--- config.mk ---
export PLATFORM = sky130hd
export DESIGN_NAME = regfile_dump
export DESIGN_NICKNAME = d
export VERILOG_FILES = /design/src/rtl/regfile_dump.sv
export SDC_FILE = /design/constraint.sdc
export NUM_CORES = 1
export LEC_CHECK = 0
export ABC_CLOCK_PERIOD_IN_PS = 2820
export CAP_MARGIN = 20
export CORE_MARGIN = 5
export CORE_UTILIZATION = 49
export DETAILED_ROUTE_END_ITERATION = 10
export PLACE_DENSITY = 0.93
export SETUP_SLACK_MARGIN = 0.05
export SKIP_LAST_GASP = 1
export SYNTH_ARGS = -nofsm -noshare
export SYNTH_HDL_FRONTEND = slang
export SYNTH_SLANG_ARGS = --single-unit
--- constraint.sdc ---
create_clock -name clk -period 2.82 [get_ports clk]
set_clock_uncertainty 0.05 [all_clocks]
set_input_delay 0.564 -clock clk [delete_from_list [all_inputs] [get_ports clk]]
set_output_delay 0.564 -clock clk [all_outputs]
set_load 0.005 [all_outputs]
--- src/rtl/regfile_dump.sv ---
// regfile_dump: streams register pairs 0..LAST_ADDR out of a two-port register file
// over a valid/ready interface, fetching each pair just before sending it.
module regfile_dump #(
   parameter int LAST_ADDR = 31
) (
   input  logic        clk,
   input  logic        reset,
   input  logic        start,
   output logic [4:0]  rdAddrA,
   output logic [4:0]  rdAddrB,
   input  logic [63:0] rdDataA,
   input  logic [63:0] rdDataB,
   output logic [63:0] outData,
   output logic [4:0]  outAddr,
   output logic        outValid,
   input  logic        outReady,
   output logic        busy,
   output logic        done
);
   typedef enum logic [2:0] {IDLE, FETCH, SEND_A, SEND_B, DONE} state_t;
   localparam logic [4:0] LAST = 5'(LAST_ADDR);
   state_t      state_q, state_d;
   logic [4:0]  ptr_q, ptr_d;
   logic [63:0] buf_a_q, buf_a_d, buf_b_q, buf_b_d;
   logic [4:0]  ptr_inc;
   assign ptr_inc = ptr_q + 5'd1;
   always_ff @(posedge clk or negedge reset) begin
      if (!reset) begin
         state_q <= IDLE;
         ptr_q   <= '0;
         buf_a_q <= '0;
         buf_b_q <= '0;
      end else begin
         state_q <= state_d;
         ptr_q   <= ptr_d;
         buf_a_q <= buf_a_d;
         buf_b_q <= buf_b_d;
      end
   end
   // Outputs decode from state only, so an asynchronous reset clears them at once.
   always_comb begin
      state_d  = state_q;
      ptr_d    = ptr_q;
      buf_a_d  = buf_a_q;
      buf_b_d  = buf_b_q;
      rdAddrA  = '0;
      rdAddrB  = '0;
      outData  = '0;
      outAddr  = '0;
      outValid = 1'b0;
      busy     = 1'b0;
      done     = 1'b0;
      case (state_q)
         IDLE: begin
            if (start) begin
               ptr_d   = '0;
               state_d = FETCH;
            end
         end
         FETCH: begin
            busy    = 1'b1;
            rdAddrA = ptr_q;
            rdAddrB = ptr_inc;
            buf_a_d = rdDataA;
            buf_b_d = rdDataB;
            state_d = SEND_A;
         end
         SEND_A: begin
            busy     = 1'b1;
            outValid = 1'b1;
            outData  = buf_a_q;
            outAddr  = ptr_q;
            if (outReady) state_d = SEND_B;
         end
         SEND_B: begin
            busy     = 1'b1;
            outValid = 1'b1;
            outData  = buf_b_q;
            outAddr  = ptr_inc;
            if (outReady) begin
               if (ptr_inc == LAST) state_d = DONE;
               else begin
                  ptr_d   = ptr_q + 5'd2;
                  state_d = FETCH;
               end
            end
         end
         DONE: begin
            done    = 1'b1;
            state_d = IDLE;
         end
         default: state_d = IDLE;
      endcase
   end
endmodule

==> run summary <==
Maximum number of buffers from clock root to sink = 2
Clk slew on worst S/H paths = 60 ps
Worst hold-check path type = in -> async
Leakage dissipation = 4.00 nW
Die outline area = 15100 sq um
Ratio of cells with drive above 1 in the final layout = 9.52%
Cts bufs inserted = 17
Initial standard-cell utilization of the core = 49.7%
Ratio of final minimum period to clock period = 94.5%
Count of pins on the block boundary = 214
Layout Area Growth over Synthesis = 45.9%
Number of buffers inserted by hold repair at cts = 0
First-iteration detailed-routing DRC count = 233
All-layer global routing usage = 21.1%
Worst slew margin relative to its limit = 50.2%
Final Hold Slack = 188 ps
CTS root buf = sky130_fd_sc_hd__clkbuf_16
Logic depth of the worst setup path including buffers = 5
Initial antenna violation count = 1
VDD IR max = 0.708 mV
Max cap viols = 0
Via count of the first global-routing pass = 4823
Area of the placeable core = 12500 sq um
Vertical die dimension = 123 microns
Result of the run = completed
P per Cell Area = 1160 nW/um^2
Critical Path Source Type = register
Global-route wire length before repair = 24.7 mm
WS Path Type = reg -> out
Endpoint of the worst-slack reg-to-reg timing path = buf_a_q[8]$_DFFE_PN0N_
Insertion delay to the later sink of the worst-skew pair = 410 ps
Final-report setup violation count = 0
DR vias = 4457
Worst-margin pin slew = 747 ps
Count of cell types in the netlist = 27
Number of detailed-route iterations in the first pass = 4
Cell type group with the largest total delay on the critical path = buffers and inverters
Count of H-tree levels built during CTS = 4
Final Core Density = 72.5%
Number of rows created at floorplan = 41
WP data arrival = 2050 ps
Post-DR vias/cell = 5.15
ANT nets after route = 0
Weighted congestion at the end of routability-driven global placement = 0.806
Most frequent cells in the layout = 211 x sky130_fd_sc_hd__clkdlybuf4s50_1, 132 x sky130_fd_sc_hd__dfrtp_1, 114 x sky130_fd_sc_hd__mux2_1, 69 x sky130_fd_sc_hd__nor2_1, 67 x sky130_fd_sc_hd__mux2i_1
Pin count of the biggest net entering global routing = 136
Worst reg2reg path depth = 6
Most common cell after layout, fill and taps aside = sky130_fd_sc_hd__clkdlybuf4s50_1
Max Transition Viols Final = 0
Total count of hold-check failures in the final report = 0
Critical path data required time = 2210 ps
Sinks on the clock net = 135
Cell count after synthesis = 467
Drt wl/cell = 18.0 microns
Summed negative setup slack over all endpoints = 0 ps
Share of synthesized area occupied by flip-flops and latches = 54.3%
Endpoint of the most critical setup path = outAddr[1]
Crit. Startpoint = state_q[1]$_DFFE_PN0P_
Estimated wirelength of the detail-placed design = 10.9 mm
F_max = 0.375 GHz
Number of synthesized register bits = 135
Library cell contributing the largest single delay on the critical path = sky130_fd_sc_hd__clkdlybuf4s50_1
Register-to-register setup slack = 430 ps
Buf/Inv on CP = 3
CTS tree = yes
Syn nets = 600
Setup repair after global routing missed its margin = false
Number of port buffers = 212
Setup crit end kind = output port
Width of the chip = 123 microns
Setup slack after placement = 391 ps
Biggest cell delay along the critical path = 510 ps
Yosys synthesis warning count = 0
CP Cell Sequence = nand2b_2 -> buf_4 -> inv_1 -> and2_1 -> clkdlybuf4s50_1
Source of the worst register-to-register timing path = state_q[0]$_DFFE_PN0P_
Post-Route WL = 15.6 mm
Remaining global-route overflow = 0
Largest fanout on the critical path = 17
Avg Inst Size Synth = 13.3 sq um
Netlist area before placement = 6220 sq um
Period minus WS final = 2660 ps
Fin worst setup slack = 156 ps
Remaining design rule violation count = 0
Final #Nets = 813
worst min-delay path by stage:
| stage | start | end | slack [ps] | cells past startpoint |
|---|---|---|---|---|
| detailed placement | buf_b_q[47]$_DFFE_PN0N_ | buf_b_q[47]$_DFFE_PN0N_ | 420 | 1 |
| global route | reset | buf_a_q[39]$_DFFE_PN0N_ | 260 | 2 |
| finish | reset | buf_b_q[39]$_DFFE_PN0N_ | 190 | 2 |
| floorplan | reset | buf_a_q[0]$_DFFE_PN0N_ | 220 | 0 |
| CTS | reset | buf_b_q[31]$_DFFE_PN0N_ | 250 | 2 |
| global placement | buf_b_q[38]$_DFFE_PN0N_ | buf_b_q[38]$_DFFE_PN0N_ | 420 | 1 |
registers in the layout, indices dropped and copies added (netlist names):
name and cells:
buf_a_q 64, buf_b_q 64, ptr_q 4, state_q 3
where the power goes:
group / internal, W / switching (W) / total [W]
Sequential: 0.00295 / 0.000560 / 0.00351
Clock: 0.00128 / 0.000817 / 0.00209
Combinational: 0.00296 / 0.00198 / 0.00494
Total: 0.00718 / 0.00336 / 0.0105
cell type report:
class                      count  area, sq um
antenna                        1         2.50
clock buffer                  20          467
fill                         872         3440
multi-input combinational    299         2620
clock inverter                12          101
tap                          172          215
inverter                       3         11.3
timing repair buffer         224         2280
sequential                   135         3380
kinds of logic (layout without fill, tap and decap cells):
group / after synthesis / count (layout) / synth area share, %
buffers and inverters: 34 / 259 / 4.06
other: 1 / 2 / 0.0603
AND/OR/NAND/NOR: 96 / 97 / 6.88
adder cells (fa/ha/maj): 1 / 1 / 0.201
multiplexers: 195 / 195 / 33.9
flip-flops: 135 / 135 / 54.3
AO/OA/AOI/OAI: 5 / 5 / 0.583
synthesized netlist by cell type (all sizes together):
cell type  instances  area (sq um)
dfrtp            135          3380
mux2             128          1440
nor2              69           259
mux2i             67           671
buf               30           238
and2              13          81.3
nand2              5          18.8
inv                3          11.3
nand3              2          10.0
a211o              1          8.76
a21oi              1          5.00
a32o               1          10.0
and3               1          6.26
and3b              1          8.76
clkbuf             1          3.75
conb               1          3.75
ha                 1          12.5
nand2b             1          6.26
nand4              1          6.26
nor3               1          5.00
nor3b              1          12.5
o21ai              1          5.00
o31ai              1          7.51
or4b               1          13.8
through the flow:
step                      cell area (sq um)  power (W)  instances
after floorplan                        6220    0.00610        467
after global placement                 8430    0.00816        827
after detailed placement               8430    0.00842        827
after CTS                              9030     0.0106        862
after global routing                   9080     0.0112        866
final                                  9080     0.0105        866
routing by layer:
metal,GRT usage (%),part of all wire (%),vias up
li1,-,-,2055
met1,25.9,40,2201
met2,35.1,51,165
met3,5.85,6.4,36
met4,9.03,2.7,0
met5,0,0,-
repair_timing:
action	CTS	global route
hold endpoints to repair	0	0
buffers inserted	2	2
setup endpoints to repair	13	8
gates cloned	1	1
resized for setup	2	1
Power figures use the tool's default switching activity.
